<file path="src/rtl/dmem_arbiter.sv">
// -----------------------------------------------------------------------------
// dmem_arbiter
//   Shares the single-port data memory between the CPU MEM stage and a
//   debug/loader port. The CPU normally wins. A debug request that has been
//   blocked for MAX_WAIT cycles is forced through, stalling the CPU for one
//   cycle. The cycle after a forced grant always belongs to the CPU, so
//   neither side can starve. Debug read data comes back registered, one cycle
//   after the grant.
//
//   Optional feature macro: DMEM_ARB_PERF_EN
//     defined   : saturating perf counters for stall cycles and debug grants
//     undefined : perf ports tied to 0, no counter flops
//
// Ports
//   clk, reset        clock, synchronous active-high reset
//   cpu_*             CPU MEM stage request (req/wr_en/op/addr/wdata),
//                     cpu_rdata (combinational memory data), cpu_stall
//   dbg_*             debug request (valid/ready handshake, wr_en/op/addr/
//                     wdata), dbg_rvalid/dbg_rdata registered read return
//   mem_*             to/from data_memory (wr_en/op/addr/data_in, data_out)
//   perf_stall_cnt    cycles with cpu_stall=1
//   perf_dbg_cnt      number of debug grants
//
//   mem_op_t is carried as a plain OP_W-bit vector (size/sign encoding owned
//   by data_memory; the arbiter only steers it).
// -----------------------------------------------------------------------------
module dmem_arbiter #(
    parameter int ADDR_W   = 32,
    parameter int DATA_W   = 32,
    parameter int MAX_WAIT = 8,
    parameter int CNT_W    = 16,
    parameter int OP_W     = 3
) (
    input  logic              clk,
    input  logic              reset,

    input  logic              cpu_req,
    input  logic              cpu_wr_en,
    input  logic [OP_W-1:0]   cpu_op,
    input  logic [ADDR_W-1:0] cpu_addr,
    input  logic [DATA_W-1:0] cpu_wdata,
    output logic [DATA_W-1:0] cpu_rdata,
    output logic              cpu_stall,

    input  logic              dbg_valid,
    output logic              dbg_ready,
    input  logic              dbg_wr_en,
    input  logic [OP_W-1:0]   dbg_op,
    input  logic [ADDR_W-1:0] dbg_addr,
    input  logic [DATA_W-1:0] dbg_wdata,
    output logic              dbg_rvalid,
    output logic [DATA_W-1:0] dbg_rdata,

    output logic              mem_wr_en,
    output logic [OP_W-1:0]   mem_op,
    output logic [ADDR_W-1:0] mem_addr,
    output logic [DATA_W-1:0] mem_data_in,
    input  logic [DATA_W-1:0] mem_data_out,

    output logic [CNT_W-1:0]  perf_stall_cnt,
    output logic [CNT_W-1:0]  perf_dbg_cnt
);

    localparam int WAIT_W = $clog2(MAX_WAIT + 1);
    localparam logic [WAIT_W-1:0] WAIT_MAX = WAIT_W'(MAX_WAIT);

    typedef enum logic {S_NORM, S_CPU_PRI} state_t;

    state_t            state, state_nxt;
    logic [WAIT_W-1:0] wait_cnt;
    logic              grant_dbg;

    // Debug gets the port when the CPU is idle, or when it has waited long
    // enough and the previous cycle was not itself a forced grant.
    assign grant_dbg = !reset && dbg_valid &&
                       (!cpu_req || (state == S_NORM && wait_cnt == WAIT_MAX));

    assign dbg_ready = grant_dbg;
    assign cpu_stall = cpu_req && grant_dbg;
    assign cpu_rdata = mem_data_out;

    // Memory port mux. A stalled CPU store is simply not selected, so it
    // cannot reach memory; it retries once the stall drops.
    always_comb begin
        mem_wr_en   = cpu_req && cpu_wr_en && !reset;
        mem_op      = cpu_op;
        mem_addr    = cpu_addr;
        mem_data_in = cpu_wdata;
        if (grant_dbg) begin
            mem_wr_en   = dbg_wr_en;
            mem_op      = dbg_op;
            mem_addr    = dbg_addr;
            mem_data_in = dbg_wdata;
        end
    end

    // FSM: one-cycle CPU-priority window after every forced grant.
    always_comb begin
        state_nxt = state;
        case (state)
            S_NORM:    if (cpu_req && grant_dbg) state_nxt = S_CPU_PRI;
            S_CPU_PRI: state_nxt = S_NORM;
            default:   state_nxt = S_NORM;
        endcase
    end

    always_ff @(posedge clk) begin
        if (reset) begin
            state      <= S_NORM;
            wait_cnt   <= '0;
            dbg_rvalid <= 1'b0;
            dbg_rdata  <= '0;
        end else begin
            state <= state_nxt;

            if (!dbg_valid || grant_dbg)
                wait_cnt <= '0;
            else if (wait_cnt != WAIT_MAX)
                wait_cnt <= wait_cnt + 1'b1;

            // Memory read is combinational, so data at the grant is final.
            dbg_rvalid <= grant_dbg && !dbg_wr_en;
            if (grant_dbg && !dbg_wr_en)
                dbg_rdata <= mem_data_out;
        end
    end

`ifdef DMEM_ARB_PERF_EN
    logic [CNT_W-1:0] stall_cnt_q, dbg_cnt_q;

    always_ff @(posedge clk) begin
        if (reset) begin
            stall_cnt_q <= '0;
            dbg_cnt_q   <= '0;
        end else begin
            if (cpu_stall && stall_cnt_q != '1)
                stall_cnt_q <= stall_cnt_q + 1'b1;
            if (grant_dbg && dbg_cnt_q != '1)
                dbg_cnt_q <= dbg_cnt_q + 1'b1;
        end
    end

    assign perf_stall_cnt = stall_cnt_q;
    assign perf_dbg_cnt   = dbg_cnt_q;
`else
    assign perf_stall_cnt = '0;
    assign perf_dbg_cnt   = '0;
`endif

endmodule

</file>
<file path="config.mk">
export PLATFORM = sky130hd
export DESIGN_NAME = dmem_arbiter
export DESIGN_NICKNAME = d
export VERILOG_FILES = /design/src/rtl/dmem_arbiter.sv
export SDC_FILE = /design/constraint.sdc
export NUM_CORES = 1
export LEC_CHECK = 0
export ABC_AREA = 0
export ABC_CLOCK_PERIOD_IN_PS = 3300
export CAP_MARGIN = 20
export CELL_PAD_IN_SITES_DETAIL_PLACEMENT = 1
export CELL_PAD_IN_SITES_GLOBAL_PLACEMENT = 1
export CORE_ASPECT_RATIO = 0.5
export CORE_MARGIN = 2
export CORE_UTILIZATION = 20
export DETAILED_ROUTE_END_ITERATION = 7
export HOLD_SLACK_MARGIN = 0.03
export PLACE_DENSITY = 0.86
export SKIP_LAST_GASP = 1
export SLEW_MARGIN = 20
export SYNTH_ARGS = -nofsm -noshare
export SYNTH_HDL_FRONTEND = slang
export SYNTH_SLANG_ARGS = --single-unit
</file>
<file path="constraint.sdc">
create_clock -name clk -period 3.3 [get_ports clk]
set_clock_uncertainty 0.1 [all_clocks]
set_input_delay 0.66 -clock clk [delete_from_list [all_inputs] [get_ports clk]]
set_output_delay 0.66 -clock clk [all_outputs]
set_load 0.005 [all_outputs]
</file>
-- Word-level counts from Yosys, hierarchy flattened
Index checks and enable logic that the tools add are counted.
- bits of input ports: 172
- bits in registers: 38
- muxes and demuxes: 6
- bitwise gates (word level): 1
- add/sub/neg operators: 1
- eq/ne operators: 2
- reduce and logical (&&, ||, !) cells: 14
- operator list (kind ; count):
    $mux 32 ; 2
    $logic_and 1x1->1 ; 7
    $add 4x1->4 const B ; 1
    $eq 4x4->1 const B ; 1
    $logic_not 1->1 ; 4
    $ne 4x4->1 const B ; 1
    $mux 3 ; 1
    $logic_or 1x1->1 ; 2
    $mux 1 ; 2
    $pmux 1 s2 ; 1
    $reduce_or 2->1 ; 1
    $not 1->1 ; 1

-- Logic depth before layout (Yosys ltp)
Gate-level depths: netlist (run 1).
- word-level depth: 7
- gate-level depth with buffers: 8

-- Least setup slack after synthesis (run 1)
Ideal clock, no wire load.
- kind: in2out
- from: input reset
- to: output mem_addr[10]
- path slack: 772 ps
- required time: 2540 ps
- stages on the path: 6
- arrival: 1768 ps
- path through: nand2b_1 -> clkbuf_1 -> a21oi_4 -> buf_6 -> buf_6 -> mux2_1
- word-level cells in the longest chain between the ends: 4
- ends and longest elaborated chain (item ; RTL line ; source):
    start, declared ; 35 ; input logic reset,
    $logic_not 1->1 ; 75 ; assign grant_dbg = !reset && dbg_valid &&
    $logic_and 1x1->1 (2 in a row) ; 75 ;
    $mux 32 ; 89 ; if (grant_dbg) begin
    end, declared ; 56 ; output logic [ADDR_W-1:0] mem_addr,
No other way between the ends.

-- Worst setup path after layout (run 1)
- from: input reset
- to: output mem_addr[18]
Same word-level chain as after synthesis.

==> results of run 1 <==
[cell families (layout without fill, tap and decap cells)]
group | Yosys count | in the layout | synth area share, %
buf+inv | 87 | 346 | 20.4
compound gates | 5 | 5 | 1.88
simple gates | 78 | 78 | 15.6
other cells | 1 | 34 | 0.123
fa+ha+maj | 2 | 2 | 0.818
xor+xnor | 3 | 3 | 0.859
flops | 38 | 38 | 24.9
mux | 100 | 100 | 35.4
[layer usage]
metal	GRT usage, %	wire length, um
met1	20.7	6240
met2	32.0	7990
met3	5.15	722
met4	3.46	108
met5	0	31
[worst max-delay path by stage]
stage | to | slack (ns) | from
3_3_place_gp | mem_addr[1] | -0.09 | reset
5_1_grt | mem_addr[12] | -0.06 | reset
2_1_floorplan | mem_addr[10] | 0.77 | reset
3_5_place_dp | mem_addr[1] | -0.1 | dbg_valid
6_report | mem_addr[18] | 0.005 | reset
4_1_cts | mem_data_in[28] | -0.1 | dbg_valid
[flip-flops by register name (all words and copies together) (netlist names)]
name / count
dbg_rvalid: 1
state: 1
wait_cnt: 4
dbg_rdata: 32
[area by class of cell]
type	count	area share [%]
Timing Repair Buffer	334	53.6
Multi-Input combinational cell	220	28.0
Sequential cell	38	11.8
Tap cell	198	3.86
Clock buffer	6	2.16
Inverter	4	0.234
Clock inverter	2	0.195
Antenna cell	2	0.0779
[cell usage after synthesis, drive strengths merged]
| cell | number |
|---|---|
| inv | 4 |
| nand4bb | 1 |
| a21o | 1 |
| nand3b | 1 |
| conb | 1 |
| nand3 | 1 |
| clkbuf | 8 |
| mux2 | 67 |
| nor3 | 6 |
| a211oi | 1 |
| xor2 | 2 |
| nor2b | 1 |
| a21oi | 2 |
| xnor2 | 1 |
| nand2b | 65 |
| nand2 | 3 |
| ha | 2 |
| mux2i | 33 |
| o311ai | 1 |
| dfxtp | 38 |
| buf | 75 |
[critical path, cell delays in order]
cell	delay, ns
clkdlybuf4s50_1	0.42
nand2b_4	0.16
a21oi_4	0.13
buf_12	0.17
clkbuf_16	0.19
mux2_2	0.34
clkdlybuf4s50_1	0.45
[what timing repair did]
item,in CTS,in global routing
pin swaps,0,0
endpoints found under the hold margin,0,0
resized for setup,15,29
cloned,2,2
endpoints found under the setup margin,64,55
setup buffers,4,12
[cell usage in the layout, fill, tap and decap left out, types with 2 or more instances in the layout]
cell type and n:
clkbuf_16 7, nand2b_1 64, buf_12 2, mux2_1 10
inv_1 4, conb_1 32, clkdlybuf4s50_1 266, dlymetal6s2s_1 26
buf_16 2, dfxtp_1 38, buf_4 21, mux2i_1 33
ha_1 2, xor2_1 2, dlygate4sd2_1 14, nor3_1 6
mux2_2 57, nand2_1 3, diode_2 2
[power by group through the flow]
stage | clock, uW | sequential, uW | combinational, uW
floorplan | 0 | 492 | 211
global placement | 0 | 491 | 583
detailed placement | 0 | 492 | 592
CTS | 517 | 482 | 602
global route | 535 | 483 | 644
finish | 494 | 482 | 605
[stage by stage]
step	TNS [ns]	hold slack (ns)
after detailed placement	-2.18	0.368
after global placement	-0.839	0.358
after floorplan	0	0.365
after CTS	-2.85	0.377
after global routing	-0.900	0.398
final	0	0.370
==> impl_metrics.json, run 1 <==
{
  "maxCapViolations": 0,
  "sw_frac_of_total_pct": 24.5,
  "antenna_found_initial": 4,
  "rr_worst_depth": 7,
  "r2r-end": "dbg_rdata[5]",
  "total_power_uw": 1580,
  "regArea_um2": 761,
  "switching_power_uw": 387,
  "clk_path_buf_depth": 2,
  "grt_first_pass_wirelength_um": 21600,
  "finalSetupViolCount": 0,
  "fp.dieArea_um2": 16400,
  "clkTransAtPathRegs_ns": 0.06,
  "cts_sinks": 38,
  "pin_count": 339,
  "routed_wl_um": 15100,
  "coreArea_um2": 14700,
  "p_per_area_nw_per_um2": 246,
  "fin_crit_ns": 3.29,
  "p_int_uw": 1190,
  "seq_area_frac_synth_pct": 24.9,
  "min_period_over_period_pct": 99.8,
  "yosys.area.top_type": "dfxtp_1",
  "h-tree-depth": 2,
  "fmax_mhz": 304,
  "numCtsBuffers": 5,
  "dr_total_vias": 3137,
  "portBuffers": 306,
  "syn_to_final_growth_pct": 110,
  "endpoint_kind": "output pin",
  "synthCells": 314,
  "initial_core_util_pct": 20.8,
  "drv_slew": 0,
  "rows": 31,
  "worst_slack_ns": 0.00547,
  "crit_type": "input pin to output pin",
  "clock_power_share_pct": 31.2,
  "ys_top_cells_by_area": "dfxtp_1, mux2_2, buf_4, nand2b_1, mux2i_1",
  "stdcell_area_um2": 6420,
  "postCtsHoldBufs": 0,
  "start_kind": "input pin",
  "die_w_um": 179,
  "via_per_inst": 3.90,
  "cp.required_ns": 2.54,
  "grt_usage_pct": 17.7,
  "arrival_ns": 2.53,
  "rr_startpoint": "wait_cnt[0]",
  "avgSynthCellArea_um2": 9.75,
  "synth_top_area_share_pct": 24.9,
  "clock_latency_ns": 0.28,
  "holdPathEnd": "dbg_rdata[28]",
  "p_leak_uw": 0.00265,
  "fillers": 1628,
  "routedWlPerCell_um": 18.8,
  "dpl_cell_area_um2": 5970,
  "final_cells": 804,
  "place_hpwl_um": 12300,
  "power.share.sequential_pct": 30.5,
  "rsz0062_at_grt": "true",
  "grt_max_degree": 66,
  "grt_pass1_vias": 3489,
  "gp_congestion": 0.893,
  "yosysUniqueCellTypes": 25,
  "r2r_slack_ns": 1.17,
  "multi_input_area_um2": 1800,
  "worstHoldPathCells": 2,
  "drive_above_1_share_pct": 15.9,
  "peakVddDrop_v": 0.000190,
  "drc": 0,
  "crit_fanout": 15,
  "final_util_pct": 43.7,
  "root_buffer": "clkbuf_16",
  "first_pass_iters": 4,
  "fp.dieH_um": 91.5,
  "final_nets": 777,
  "drtAntennaViolNets": 0,
  "yosysWarnings": 0,
  "worstHoldStart": "dbg_rdata[28]",
  "hold_class": "flip-flop to flip-flop",
  "overflow": 0,
  "cts_tree": "built",
  "synthesis.area_um2": 3060,
  "numPlacedInstances": 775,
  "pre_cts_ws_ns": -0.0973,
  "hold_viol": 0,
  "synth-seq-cells": 38,
  "dr.first_iter.drc_count": 50,
  "combPwrFrac_pct": 38.3,
  "status": "complete, no violations"
}
Note: power is estimated with default switching activity, not from simulation.
==> run 2, diff against run 1 <==
HOLD_SLACK_MARGIN = 0.1   (was 0.03)
==> results of run 2 <==
Final layout, timing and power as in run 1 (identical DEF).
